File: src/rtl/hazard_unit.sv
// Stall/forward scheduler for a 5-stage MIPS pipeline. Tracks dest/Tnew of the
// instructions in E, M and W and derives the D-stage stall and all bypass selects.
module hazard_unit #(
  parameter int unsigned REG_AW = 5,
  parameter int unsigned TW     = 2
) (
  input  logic              clk,
  input  logic              reset,
  input  logic [REG_AW-1:0] rs_D,
  input  logic [REG_AW-1:0] rt_D,
  input  logic [TW-1:0]     tuse_rs_D,
  input  logic [TW-1:0]     tuse_rt_D,
  input  logic [REG_AW-1:0] wa_D,
  input  logic [TW-1:0]     tnew_D,
  output logic              stall,
  output logic [1:0]        fwd_rs_D,
  output logic [1:0]        fwd_rt_D,
  output logic [1:0]        fwd_rs_E,
  output logic [1:0]        fwd_rt_E,
  output logic [1:0]        fwd_rt_M
);

  localparam logic [TW-1:0] TuseNone = {TW{1'b1}};

  logic [REG_AW-1:0] rs_e_q, rt_e_q, wa_e_q;
  logic [TW-1:0]     tnew_e_q;
  logic [REG_AW-1:0] rt_m_q, wa_m_q;
  logic [TW-1:0]     tnew_m_q;
  logic [REG_AW-1:0] wa_w_q;

  logic hz_rs, hz_rt;

  function automatic logic hazard(input logic [REG_AW-1:0] r, input logic [TW-1:0] tu,
                                  input logic [REG_AW-1:0] wa_e, input logic [TW-1:0] tn_e,
                                  input logic [REG_AW-1:0] wa_m, input logic [TW-1:0] tn_m);
    return (r != '0) && (tu != TuseNone) &&
           (((r == wa_e) && (tn_e > tu)) || ((r == wa_m) && (tn_m > tu)));
  endfunction

  // Nearest producer wins; if it is not ready yet the select stays 0.
  function automatic logic [1:0] fwd_d(input logic [REG_AW-1:0] r,
                                       input logic [REG_AW-1:0] wa_e, input logic [TW-1:0] tn_e,
                                       input logic [REG_AW-1:0] wa_m, input logic [TW-1:0] tn_m,
                                       input logic [REG_AW-1:0] wa_w);
    logic [1:0] sel;
    sel = 2'd0;
    if (r != '0) begin
      if (r == wa_e)      sel = (tn_e == '0) ? 2'd1 : 2'd0;
      else if (r == wa_m) sel = (tn_m == '0) ? 2'd2 : 2'd0;
      else if (r == wa_w) sel = 2'd3;
    end
    return sel;
  endfunction

  function automatic logic [1:0] fwd_e(input logic [REG_AW-1:0] r,
                                       input logic [REG_AW-1:0] wa_m, input logic [TW-1:0] tn_m,
                                       input logic [REG_AW-1:0] wa_w);
    logic [1:0] sel;
    sel = 2'd0;
    if (r != '0) begin
      if ((r == wa_m) && (tn_m == '0)) sel = 2'd2;
      else if (r == wa_w)              sel = 2'd3;
    end
    return sel;
  endfunction

  always_comb begin
    hz_rs    = hazard(rs_D, tuse_rs_D, wa_e_q, tnew_e_q, wa_m_q, tnew_m_q);
    hz_rt    = hazard(rt_D, tuse_rt_D, wa_e_q, tnew_e_q, wa_m_q, tnew_m_q);
    stall    = hz_rs | hz_rt;
    fwd_rs_D = fwd_d(rs_D, wa_e_q, tnew_e_q, wa_m_q, tnew_m_q, wa_w_q);
    fwd_rt_D = fwd_d(rt_D, wa_e_q, tnew_e_q, wa_m_q, tnew_m_q, wa_w_q);
    fwd_rs_E = fwd_e(rs_e_q, wa_m_q, tnew_m_q, wa_w_q);
    fwd_rt_E = fwd_e(rt_e_q, wa_m_q, tnew_m_q, wa_w_q);
    fwd_rt_M = ((rt_m_q != '0) && (rt_m_q == wa_w_q)) ? 2'd3 : 2'd0;
  end

  always_ff @(posedge clk) begin
    if (reset) begin
      rs_e_q   <= '0;
      rt_e_q   <= '0;
      wa_e_q   <= '0;
      tnew_e_q <= '0;
      rt_m_q   <= '0;
      wa_m_q   <= '0;
      tnew_m_q <= '0;
      wa_w_q   <= '0;
    end else begin
      rt_m_q   <= rt_e_q;
      wa_m_q   <= wa_e_q;
      tnew_m_q <= (tnew_e_q == '0) ? '0 : tnew_e_q - 1'b1;
      wa_w_q   <= wa_m_q;
      if (stall) begin
        rs_e_q   <= '0;
        rt_e_q   <= '0;
        wa_e_q   <= '0;
        tnew_e_q <= '0;
      end else begin
        rs_e_q   <= rs_D;
        rt_e_q   <= rt_D;
        wa_e_q   <= wa_D;
        tnew_e_q <= tnew_D;
      end
    end
  end

endmodule

File: config.mk
export PLATFORM = sky130hd
export DESIGN_NAME = hazard_unit
export DESIGN_NICKNAME = d
export VERILOG_FILES = /design/src/rtl/hazard_unit.sv
export SDC_FILE = /design/constraint.sdc
export NUM_CORES = 1
export LEC_CHECK = 0
export CORE_ASPECT_RATIO = 1.4
export CORE_UTILIZATION = 53
export CTS_CLUSTER_SIZE = 40
export DETAILED_ROUTE_END_ITERATION = 16
export HOLD_SLACK_MARGIN = 0.1
export MAX_ROUTING_LAYER = met4
export PLACE_DENSITY = 0.89
export SYNTH_ARGS = -nofsm -noshare
export SYNTH_HDL_FRONTEND = slang
export SYNTH_SLANG_ARGS = --single-unit
export TNS_END_PERCENT = 30
File: constraint.sdc
create_clock -name clk -period 2.74 [get_ports clk]
set_input_delay 0.548 -clock clk [delete_from_list [all_inputs] [get_ports clk]]
set_output_delay 0.548 -clock clk [all_outputs]
set_load 0.02 [all_outputs]
### Word level (Yosys, flattened, before mapping)

Index checks and enable logic that the tools add are counted.
Widths: inputs -> output; s select.

| storage, ports and cells | value |
|---|---|
| output and inout port bits | 11 |
| word-level logic and storage cells | 66 |
| bits in registers | 34 |

| operators by class | value |
|---|---|
| order comparisons | 4 |
| reduce and logical (&&, ||, !) cells | 22 |
| eq/ne operators | 13 |
| multiplexer cells | 17 |
| $add $sub $neg | 1 |
| bitwise logic cells | 1 |

Operator list:

| operator | count |
|---|---|
| $eq 5x5->1 | 11 |
| $mux 2 | 16 |
| $reduce_bool 5->1 | 5 |
| $logic_and 1x1->1 | 11 |
| $gt 2x2->1 | 4 |
| $logic_not 2->1 | 2 |
| $ne 2x2->1 const B | 2 |
| $reduce_or 2->1 | 2 |
| $logic_or 1x1->1 | 2 |
| $sub 2x1->2 const B | 1 |
| $mux 1 | 1 |
| $or 1x1->1 | 1 |

### Depth between registers and ports, before layout

| depth | value |
|---|---|
| depth in word-level cells | 6 |
| gate-level depth with buffers | 9 |

### Worst setup path before layout

OpenSTA, ideal clock, no wires.

| timing | value |
|---|---|
| kind | input to output |
| start | input port rs_D[2] |
| end | output port stall |
| path buffers | 2 |
| arrival time | 2.176 ns |
| setup slack | 0.016 ns |
| cell stages on the path | 7 |
| cell sequence | buf_6 or4_4 nor2_4 a2111oi_1 a22o_1 buf_6 or3b_1 |

| between the ends | value |
|---|---|
| longest elaborated chain between the ends | 5 |
| elaborated cells on any way between the ends | 9 |
| those cells by class | 2 x eq/ne; 1 x bitwise; 6 x reduce/logical |

Ends and longest elaborated chain:

| element | line | source |
|---|---|---|
| start: declaration | 9 | `input logic [REG_AW-1:0] rs_D,` |
| $eq 5x5->1 | 37 | `(((r == wa_e) && (tn_e > tu)) \|\| ((r == wa_m) && (tn_m > tu)));` |
| $logic_and 1x1->1 | 37 |  |
| $logic_or 1x1->1 | 37 |  |
| $logic_and 1x1->1 (*) | 36 | `return (r != '0) && (tu != TuseNone) &&` |
| $or 1x1->1 (*) | 70 | `stall = hz_rs \| hz_rt;` |
| end: declaration | 15 | `output logic stall,` |

Mark *: on every way between the ends. The rest lies on a longest branch, timed or not.

### Worst setup path in the final report

| timing | value |
|---|---|
| start | input port rs_D[3] |
| end | output port stall |

The elaborated chain is that of the path after synthesis.

==> summary by stage <==
Synth
Counting flops with an async set or reset pin after synthesis yields a share of 0. The post-synthesis cell type count is 34. The dominant register cell in the synthesized netlist is sky130_fd_sc_hd__dfxtp_1. The share of the Yosys chip area taken by registers is 0.321. The cell area that synthesis handed to floorplanning was 2120 um^2. The yosys synthesis warning count is 0.

The cell count after synthesis came out at 242. When the netlist entered floorplanning its net count stood at 274. In this run the mean area of a mapped cell was 8.76 um^2. The flip-flop and latch count after synthesis is 34.

Yosys mapped a number of flops with a built-in enable equal to 0.

Final layout
The share of final-layout standard cells stronger than drive strength 1 is 0.233. The final instance area is 2860 um^2. The number of inserted filler cells in the final layout is between 200 and 250. The growth of design area from synthesis to finish is 34.9%. In the final layout, flip-flops and latches occupy 682 um^2. The number of diodes is 0.

The multi-input combinational cells in the finished layout cover a total of 1430 um^2. At the end of the flow, the number of nets in the layout was 327.

Pwr
The worst voltage drop across the vdd grid is 0.440 mV. For this design the static power due to leakage is 1.26 nW. Dividing total power by cell area gives a power density of 467 nW/um^2.

Timing
The number of endpoints with negative hold slack in the final report came to 0. Setup repair after global routing could not meet its margin everywhere. Setup violations remaining at the end of the flow were counted as 0. The final setup skew is about 6.1 ps. The smallest hold slack is 448 ps. The share of the clock period used by the worst path is 0.998.

The post-route setup TNS is 0 ps. The top achievable clock speed is 366 MHz. The time the worst path needs with I/O delays and setup is 2730 ps. For the pin with the worst max-slew slack, the measured transition is 504 ps. The worst slew slack as a fraction of its limit is 0.663.

The count of final max-slew check failures came to 0.

GRT
The initial antenna violation count came to 0. The global-route wire length before repair is 10.0 mm. The via count of the first global-routing pass is 2105.

For this run, global-route usage on met1 was measured as 0.342. Global routing finished with a remaining overflow of 0. The overall global routing resource usage is 0.311. The global-route met2 utilization is 0.520. The met3 capacity usage during global routing is 0.0708. The highest-utilization routing layer at the global route stage is met2. The maximum number of pins on one net before global-route repair is 35.

Drt
After the first detailed-routing iteration, the DRC count stood at 70. The detailed router placed roughly 2000 vias in this run. The number of antenna-violating nets in the routed design is 0.

The number of detailed-routing iterations run before antenna repair is 4. The number of remaining DRC errors is 0. After detailed routing, the average wire length per cell comes to 17.9 um. The total routed wirelength is 6.05 mm. The average vias per placed instance is 5.80.

Clock network
The clock edge transition at the registers on the reported setup and hold paths is approximately 70 ps. The root buffer cell chosen for the clock tree is sky130_fd_sc_hd__clkbuf_8. The H-tree was split into 2 levels. For this design, the sink count on the clock tree is 34. The clock tree from TritonCTS is built. The total CTS buffers is 5. For this design, the CTS-stage hold fixing added 0 buffers. No sink is reached through more buffers than the 2 on the longest clock path.

Clock latency on the worst-skew pair, taken at its later pin, is approximately 300 ps.

Setup path
The worst path arrival time is ~2200 ps. The launching element type of the critical path is a primary input. The required time at the endpoint of the critical path is 2190 ps. The total buffers and inverters traversed by the critical path is 2.

Grouping stages by cell kind, the critical path spends the most delay in simple AND/OR/NAND/NOR gates. The setup path with the least slack is of type in2out. The highest fanout seen on the critical path is 3. On the worst path, the slowest cell contributes a delay of 500 ps.

The standard cell with the maximum stage delay on the critical path is sky130_fd_sc_hd__or4_4. The signal on the critical path passes through clkdlybuf4s15_1 > or4_4 > nor2_4 > a2111oi_2 > a22o_1 > or3b_1 > buf_6. The worst setup path is captured at an output port.

Worst hold path
The path class of the tightest hold or removal check is reg2reg.

Floorplan
The floorplan step set the die height to 76.8 um. The core outline area is 3740 um^2. The number of top-level pins is 34. The horizontal die dimension is 55.4 um. The number of standard-cell rows in the floorplan is 26. The die footprint is 4260 um^2. The initial utilization of the core area, before any placement, comes to 0.567.

Run status
The run finished with clean final reports.

Placed design
Port buffering added 33 buffers. The placer's final routability congestion estimate is about 0.95. The placed instances occupy a cell area of 2640 um^2. After legalization and detailed placement, the total HPWL measured 4.00 mm.

Run
The count of max-cap constraint violations is 0.
## where the power goes
group / switching, mW / internal (mW) / total, mW
combinational: 0.161 / 0.166 / 0.327
clock: 0.185 / 0.272 / 0.457
sequential: 0.0324 / 0.521 / 0.553
## metal layers
layer,up-vias,wire (um)
li1,924,-
met1,938,2390
met2,83,3130
met3,17,307
met4,0,227
met5,-,0
## cell usage in the layout, fill, tap and decap left out, drive strengths merged, types with 3 or more instances in the layout
master,Yosys,routed
buf,6,39
dfxtp,34,34
xor2,29,29
nor3,26,26
xnor2,25,25
nand3b,17,17
nor2b,16,16
dlygate4sd2,0,11
clkdlybuf4s50,0,10
ha,9,9
nor2,8,8
nand3,8,8
inv,8,8
clkbuf,15,7
nand2,6,6
a21oi,6,6
or4,5,5
clkdlybuf4s15,0,5
nor4,4,4
a211oi,3,3
## worst reg2reg max path, stage by stage, from the launching register on
cell and delay (ps):
sky130_fd_sc_hd__dfxtp_1 400, sky130_fd_sc_hd__ha_4 310, sky130_fd_sc_hd__nor2b_1 150, sky130_fd_sc_hd__a2bb2oi_1 200, sky130_fd_sc_hd__nand4_1 150, sky130_fd_sc_hd__buf_4 170, sky130_fd_sc_hd__buf_4 190, sky130_fd_sc_hd__nand3b_1 130
sky130_fd_sc_hd__nor3_1 50
## final cells by class
cell class,instances,share of cell area
Sequential cell,34,0.238
Clock buffer,7,0.0267
Timing Repair Buffer,67,0.196
Inverter,8,0.0105
Clock inverter,1,0.0105
Multi-Input combinational cell,179,0.500
Tap cell,42,0.0184
## flip-flops by register name, summed over array words and instances, names as in the netlist
name / cells
rs_e_q: 5
rt_e_q: 5
rt_m_q: 5
tnew_e_q: 2
tnew_m_q: 2
wa_e_q: 5
wa_m_q: 5
wa_w_q: 5
## worst paths after layout
kind                      end  depth (start not counted)  slack [ps]         from
setup / recovery        stall                          7           6      rs_D[3]
hold / removal    tnew_m_q[0]                          1         450  tnew_e_q[0]
setup reg to reg    rs_e_q[3]                          8         870  tnew_e_q[1]
hold reg to reg   tnew_m_q[0]                          1         450  tnew_e_q[0]
## cells by family after synthesis
kind of cell,Yosys count,synth area share
adder cells (fa/ha/maj),9,0.0531
AND/OR/NAND/NOR,99,0.276
buffers and inverters,29,0.0649
AO/OA/AOI/OAI,16,0.0567
multiplexers,1,0.00472
XOR/XNOR,54,0.223
flip-flops,34,0.321
## cell usage after synthesis (all sizes together), types with 2 or more instances
library cell  number  share of area
nor4               4          0.012
xor2              29           0.12
and3               2         0.0059
nand2              6          0.011
a2111oi            2         0.0089
a21oi              6          0.014
nor3b              2         0.0071
nor2               8          0.018
a211oi             3          0.013
ha                 9          0.053
inv                8          0.014
xnor2             25           0.10
dfxtp             34           0.32
clkbuf            15          0.027
or4                5          0.019
nand3b            17          0.060
buf                6          0.024
nor2b             16          0.047
nand4              2         0.0059
nand3              8          0.019
a2bb2oi            2         0.0083
nor3              26          0.061
o22a               2         0.0083
## repair_timing
item	CTS	global route
buffers inserted	1	0
gates resized for setup	67	4
pin swaps	13	3
setup endpoints to repair	8	5
## metrics by stage
step	util	power (mW)	setup slack (ps)	instances
after floorplan	-	0.732	16.1	242
after global placement	0.706	0.850	-710	329
after detailed placement	0.706	0.863	-815	329
after CTS	0.762	1.33	4.56	338
after global routing	0.765	1.39	-44.9	338
final	0.765	1.34	5.97	338
No activity file was read; power rests on OpenSTA's default activity.
